$ cat config.mk
export PLATFORM = sky130hd
export DESIGN_NAME = hazard_ctrl
export DESIGN_NICKNAME = d
export VERILOG_FILES = /design/src/rtl/hazard_ctrl.sv
export SDC_FILE = /design/constraint.sdc
export NUM_CORES = 1
export LEC_CHECK = 0
export CORE_ASPECT_RATIO = 0.9
export CORE_MARGIN = 5
export CORE_UTILIZATION = 35
export CTS_BUF_LIST = sky130_fd_sc_hd__clkbuf_8
export DETAILED_ROUTE_END_ITERATION = 10
export PLACE_DENSITY = 0.66
export REMOVE_ABC_BUFFERS = 1
export SLEW_MARGIN = 5
export SYNTH_ARGS = -nofsm -noshare
export SYNTH_HDL_FRONTEND = slang
export SYNTH_SLANG_ARGS = --single-unit
export TNS_END_PERCENT = 5
$ cat constraint.sdc
create_clock -name clk -period 2.3 [get_ports clk]
set_input_delay 0.345 -clock clk [delete_from_list [all_inputs] [get_ports clk]]
set_output_delay 0.345 -clock clk [all_outputs]
set_load 0.02 [all_outputs]
$ cat src/rtl/hazard_ctrl.sv
// hazard_ctrl: pipeline stall/flush/forwarding control with mult/div latency tracking and a saturating stall counter
module hazard_ctrl #(
  parameter int MD_LATENCY = 4,
  parameter int CNT_W      = 32
) (
  input  logic             clk,
  input  logic             reset,
  input  logic [4:0]       RsD,
  input  logic [4:0]       RtD,
  input  logic [4:0]       RsE,
  input  logic [4:0]       RtE,
  input  logic [4:0]       WriteRegE,
  input  logic [4:0]       WriteRegM,
  input  logic [4:0]       WriteRegW,
  input  logic             RegWriteE,
  input  logic             RegWriteM,
  input  logic             RegWriteW,
  input  logic             MemtoRegE,
  input  logic             MemtoRegM,
  input  logic             BranchD,
  input  logic             MultDivD,
  input  logic             HiLoReadD,
  input  logic             MultDivStartE,
  output logic             StallF,
  output logic             StallD,
  output logic             FlushE,
  output logic             ForwardAD,
  output logic             ForwardBD,
  output logic [1:0]       ForwardAE,
  output logic [1:0]       ForwardBE,
  output logic             MdBusy,
  output logic [CNT_W-1:0] StallCount
);
  logic [7:0]       r_md_cnt;
  logic [CNT_W-1:0] r_stall_cnt;
  logic             w_md_pend, w_lwstall, w_brstall, w_mdstall, w_stall;
  logic [1:0]       w_fae, w_fbe;
  always_comb begin
    w_md_pend = r_md_cnt != 8'd0;
    w_lwstall = MemtoRegE & (RtE == RsD | RtE == RtD);
    w_brstall = BranchD & ((RegWriteE & (WriteRegE == RsD | WriteRegE == RtD)) |
                           (MemtoRegM & (WriteRegM == RsD | WriteRegM == RtD)));
    w_mdstall = (MultDivD | HiLoReadD) & (MultDivStartE | w_md_pend);
    w_stall   = ~reset & (w_lwstall | w_brstall | w_mdstall);
    w_fae = (RsE != 5'd0 && RsE == WriteRegM && RegWriteM) ? 2'b10 :
            (RsE != 5'd0 && RsE == WriteRegW && RegWriteW) ? 2'b01 : 2'b00;
    w_fbe = (RtE != 5'd0 && RtE == WriteRegM && RegWriteM) ? 2'b10 :
            (RtE != 5'd0 && RtE == WriteRegW && RegWriteW) ? 2'b01 : 2'b00;
  end
  assign StallF     = w_stall;
  assign StallD     = w_stall;
  assign FlushE     = reset | w_stall;
  assign ForwardAE  = reset ? 2'b00 : w_fae;
  assign ForwardBE  = reset ? 2'b00 : w_fbe;
  assign ForwardAD  = ~reset & RsD != 5'd0 & RsD == WriteRegM & RegWriteM;
  assign ForwardBD  = ~reset & RtD != 5'd0 & RtD == WriteRegM & RegWriteM;
  assign MdBusy     = ~reset & w_md_pend;
  assign StallCount = r_stall_cnt;
  // a new issue reloads the counter even if a previous result is still pending
  always_ff @(posedge clk) begin
    if (reset) begin
      r_md_cnt    <= 8'd0;
      r_stall_cnt <= '0;
    end else begin
      r_md_cnt    <= MultDivStartE ? 8'(MD_LATENCY - 1) : w_md_pend ? r_md_cnt - 8'd1 : 8'd0;
      r_stall_cnt <= (w_stall && r_stall_cnt != '1) ? r_stall_cnt + 1'b1 : r_stall_cnt;
    end
  end
endmodule

Word level (Yosys, flattened, before mapping) --
Cells that the tools add are included.
Operators by class: divide/modulo/power cells 0, bitwise gates (word level) 24, shift operators 0, eq/ne operators 13, order comparisons 0, reductions and logical operators 15, multipliers 0, multiplexer cells 8, add/sub/neg operators 2
Operators with widths (number):
- $eq A5 B5 Y1 | 12
- $add A32 B1 Y32 const B | 1
- $ne A32 B32 Y1 const B | 1
- $reduce_bool A5 Y1 | 4
- $and A1 B1 Y1 | 13
- $mux W2 | 6
- $logic_and A1 B1 Y1 | 9
- $or A1 B1 Y1 | 9
- $reduce_bool A8 Y1 | 1
- $sub A8 B1 Y8 const B | 1
- $reduce_or A3 Y1 | 1
- $mux W1 | 2
- $not A1 Y1 | 2
Storage, ports and cells: memories kept 0, bits in latches 0, ROM bits 0, flip-flop bits (word level) 40, output and inout port bits 42, bits in writable memories 0, word-level logic and storage cells 65

Logic depth before layout (Yosys ltp) --
word-level depth 9, gate-level depth with buffers 11

Worst setup path before layout --
OpenSTA, ideal clock, no wires.
path kind in2out, start point input RtE[2], end point output StallF, data arrival time 2.004 ns, stages on the path 10, setup slack -0.049 ns, data required time 1.955 ns, buffers on the path 4, cells stage by stage clkbuf_1 -> xnor2_1 -> nand4_1 -> o22ai_1 -> a21oi_2 -> and2_4 -> buf_6 -> buf_6 -> nor2_1 -> buf_4
On the way: longest elaborated chain between the ends 6
RTL lines:
- from (decl) | RTL line 11 | input logic [4:0] RtE,
- $eq A5 B5 Y1 | RTL line 40 | w_lwstall = MemtoRegE & (RtE == RsD | RtE == RtD);
- $or A1 B1 Y1 (*) | RTL line 40
- $and A1 B1 Y1 (*) | RTL line 40
- $or A1 B1 Y1 (*) (2 in a row) | RTL line 44 | w_stall = ~reset & (w_lwstall | w_brstall | w_mdstall);
- $and A1 B1 Y1 (*) | RTL line 44
- to (decl) | RTL line 24 | output logic StallF,
Every way passes the cells marked *; elsewhere a longest branch is shown, timed or not.

Worst setup path in the final report --
start point input WriteRegE[2], end point register r_stall_cnt[25], in the netlist StallCount[25]
On the way: longest elaborated chain between the ends 9
RTL lines:
- from (decl) | RTL line 12 | input logic [4:0] WriteRegE,
- $eq A5 B5 Y1 | RTL line 41 | w_brstall = BranchD & ((RegWriteE & (WriteRegE == RsD | WriteRegE == RtD)) |
- $or A1 B1 Y1 (*) | RTL line 41
- $and A1 B1 Y1 (*) | RTL line 41
- $or A1 B1 Y1 (*) | RTL line 41
- $and A1 B1 Y1 (*) | RTL line 41
- $or A1 B1 Y1 (*) (2 in a row) | RTL line 44
- $and A1 B1 Y1 (*) | RTL line 44
- $logic_and A1 B1 Y1 (*) | RTL line 66 | r_stall_cnt <= (w_stall && r_stall_cnt != '1) ? r_stall_cnt + 1'b1 : r_stall_cnt;
- to (signal assigned) | RTL line 66
- to (decl) | RTL line 35 | logic [CNT_W-1:0] r_stall_cnt;
Marked as above. A chain may end at the register's enable or synchronous reset.

==> flow_metrics.tcl <==
set metrics [dict create \
    status "finished clean" \
    whs_ns 0.499 \
    path_cells "clkdlybuf4s50_1 -> xnor2_1 -> nand4_1 -> o22ai_2 -> o31ai_2 -> and2_4 -> buf_4 -> or4_4 -> a21oi_2" \
    clk_path_buf_depth 2 \
    cts_tree "built" \
    yosysTopAreaCellShare_pct 27.9 \
    p_sw_w 0.000564 \
    wl_met1_um 3920 \
    min_to "StallCount[26]$_SDFFE_PP0P_" \
    cts.reportedPaths.clkPinSlew_ns 0.08 \
    fmax_mhz 454 \
    p_leak_nw 1.74 \
    grt_pass1_vias 2788 \
    synthDistinctLibCells 44 \
    clockPowerShare_pct 32.0 \
    antenna_found_initial 1 \
    dr.max_layer_used "met4" \
    p_comb_share_pct 29.7 \
    p_int_w 0.00136 \
    reg2reg_slack_ns 0.13 \
    synthAdderAreaFrac_pct 1.31 \
    place_inst 567 \
    postCtsSetupBuffers 0 \
    place_area_um2 4130 \
    synthXorXnorAreaFrac_pct 18.0 \
    dr.pass1.iters 4 \
    clk_latency_ns 0.29 \
    yosysSeqAreaShare_pct 27.9 \
    fill_cells 751 \
    hold_viol 0 \
    max_slew_margin_pct 77.1 \
    swShare_pct 29.3 \
    p_seq_share_pct 38.3 \
    rows 31 \
    syn_area_per_cell_um2 8.25 \
    grt_max_degree 31 \
    wl_per_cell_um 14.8 \
    routed_wirelength_um 8550 \
    ctsHoldBuffers 0 \
    crit_path_end_kind "flop" \
    worstPathRequired_ns 2.53 \
    drive_gt1_share_pct 22.9 \
    cp_max_fo 13 \
    netlist_area_um2 2870 \
    period_needed_ns 2.20 \
    fin_area_um2 4310 \
    postSynth.asyncResetShare_pct 0 \
    power.total_w 0.00192 \
    synth_seq_cells 40 \
    synth_top_area_cell "dfxtp_1" \
    synth-edff-count 0 \
    cts-root-buf "clkbuf_8" \
    synth-compound-area-share_pct 8.89 \
    routed_via_density 5.11 \
    io_pins 88 \
    synth.area.top_cells "dfxtp_1 28%, xnor2_1 13%, nor2_1 6.0%, xor2_1 4.9%, nand4_1 4.4%" \
    synthMuxAreaShare_pct 5.97 \
    crit_family "simple AND/OR/NAND/NOR gates" \
    gp_congestion 0.885 \
    clock_sinks 40 \
    synth_top_family_by_area "simple AND/OR/NAND/NOR gates" \
    dr_wl_met2_um 4090 \
    drcViolationCount 0 \
    r2r_end "StallCount[13]$_SDFFE_PP0P_" \
    core_area_um2 8030 \
    path_class "in2reg" \
    hp-start "reset" \
    r2r_start "StallCount[17]$_SDFFE_PP0P_" \
    yosys.area_share.simple_pct 32.8 \
    finalCritPeriodShare_pct 95.8 \
    rsz0062_at_grt "yes" \
    slowest_delay_ns 0.52 \
    cts_made_buffers 5 \
    irDropWorstVdd_uv 272 \
    vias 2944 \
    synthCells 348 \
    cp-start-kind "input port" \
    worst-path-stages 9 \
    overflow 0 \
    area_growth_pct 50.1 \
    tightest_slew_ns 0.343 \
    port_buffers 87 \
    drv_slew 0 \
    critPathBufInv 2 \
    drt_iter0_drc 119 \
    finClkSkew_ns 0.00374 \
    cap_viol_max_count 0 \
    htree_num_levels 2 \
    ant_nets 0 \
    hold_class "in2reg" \
    start_util_pct 35.7 \
    route.met3.wl_um 362 \
    arrival_ns 2.43 \
    power_density_nw_per_um2 447 \
    rr_worst_depth 8 \
    final_cells 576 \
    dp_hpwl_um 6890 \
    cpMaxStageDelayCell "or4_4" \
    grt_pass1_wl_um 13400 \
    synth_top_flop_cell "dfxtp_1" \
    dieHeight_um 95.9 \
    grt_use_total_pct 16.2 \
    ys_warn_count 0 \
    nets 524 \
    holdPathStages 3 \
    dieArea_um2 10100 \
    die_width_um 105 \
    finalSetupViolCount 0 \
]
-- layer usage --
metal | vias to the layer above | GRT usage, %
met5 | - | 0
met4 | 0 | 5.68
met3 | 12 | 3.15
met2 | 69 | 27.7
met1 | 1380 | 20.4
li1 | 1483 | -
-- how the worst max path moves through the flow --
stage	start	to	slack (ns)
2_1_floorplan	StallCount[12]$_SDFFE_PP0P_	StallCount[11]$_SDFFE_PP0P_	-0.21
3_3_place_gp	RtD[2]	StallF	-0.55
3_5_place_dp	RtD[3]	StallF	-0.55
4_1_cts	RtE[1]	ForwardBE[0]	-0.06
5_1_grt	r_md_cnt[1]$_SDFF_PP0_	FlushE	-0.02
6_report	WriteRegE[2]	StallCount[25]$_SDFFE_PP0P_	0.1
-- layout make-up --
cell class                      instances  area (um2)  share of cell area [%]
Multi-Input combinational cell        282        2000                    46.4
Sequential cell                        40         802                    18.6
Timing Repair Buffer                  138        1230                    28.5
Tap cell                               99         124                    2.88
Inverter                                8        30.0                   0.697
Clock buffer                            6        82.6                    1.92
Clock inverter                          2        38.8                   0.900
Antenna cell                            1        2.50                  0.0581
-- synthesized netlist by cell type, types with 4 or more instances --
library cell	count
or4_1	11
o31ai_1	7
and2_1	7
mux2_2	11
and3_1	13
a31o_2	5
nor4_1	4
nand4_1	20
xnor2_1	43
dfxtp_1	40
inv_1	8
a21oi_1	17
and4_1	4
clkbuf_1	8
nor3_1	5
nand2b_1	5
nor2_1	46
xor2_1	16
nor2b_1	17
buf_6	5
nand2_1	12
nand3_1	10
-- stage by stage --
step	TNS (ns)	utilization (%)	setup WS, ns
2_1_floorplan	-1.98	-	-0.207
3_3_place_gp	-12.13	51.4	-0.554
3_5_place_dp	-12.18	51.4	-0.546
4_1_cts	-0.174	52.7	-0.0627
5_1_grt	-0.0555	53.7	-0.0243
6_report	0	53.7	0.0976
-- placed cells by master, fill, tap and decap left out, types with 4 or more instances in the layout --
cell type,netlist,layout
a21oi_2,1,4
nor2b_1,17,17
xnor2_1,43,42
and3_1,13,13
nand3_1,10,10
nand2b_1,5,5
inv_1,8,8
dlygate4sd2_1,0,21
o31ai_1,7,7
nand4_1,20,20
a21oi_1,17,14
buf_2,3,4
and2_1,7,7
xor2_1,16,16
clkbuf_8,0,6
a31o_2,5,5
dfxtp_1,40,39
mux2_2,11,11
nor3_1,5,5
nor2_1,46,42
dlymetal6s2s_1,0,8
clkdlybuf4s50_1,0,50
or4_4,0,4
or4_1,11,7
buf_4,1,52
nand2_1,12,12
and4_1,4,4
-- kinds of logic (layout without fill, tap and decap cells) --
kind of cell	count (synthesis)	after routing
buffers and inverters	26	154
and+or+nand+nor	166	166
DFF	40	40
xor gates and xnor gates	59	59
AOI/OAI and AO/OA	39	39
other	0	1
muxes	15	15
adders and majority gates	3	3
-- registers in the layout, summed over array words and instances (netlist names) --
signal and flops:
StallCount 32, r_md_cnt 8
-- power groups by stage --
stage | sequential, W | clock, W | combinational, W
final | 0.000738 | 0.000616 | 0.000571
after floorplan | 0.000768 | 0 | 0.000256
after CTS | 0.000737 | 0.000631 | 0.000567
after global routing | 0.000742 | 0.000662 | 0.000619
after detailed placement | 0.000753 | 0 | 0.000575
after global placement | 0.000753 | 0 | 0.000566
-- repair_timing --
| item | CTS | global route |
|---|---|---|
| setup endpoints to repair | 24 | 24 |
| pin swaps | 7 | 11 |
| resized for setup | 54 | 24 |
-- tightest hold or removal path, delay by kind of cell --
kind | cells | cell delay, ns
buffers and inverters | 2 | 0.37
AO/OA/AOI/OAI | 1 | 0.04
Power figures use the tool's default switching activity.
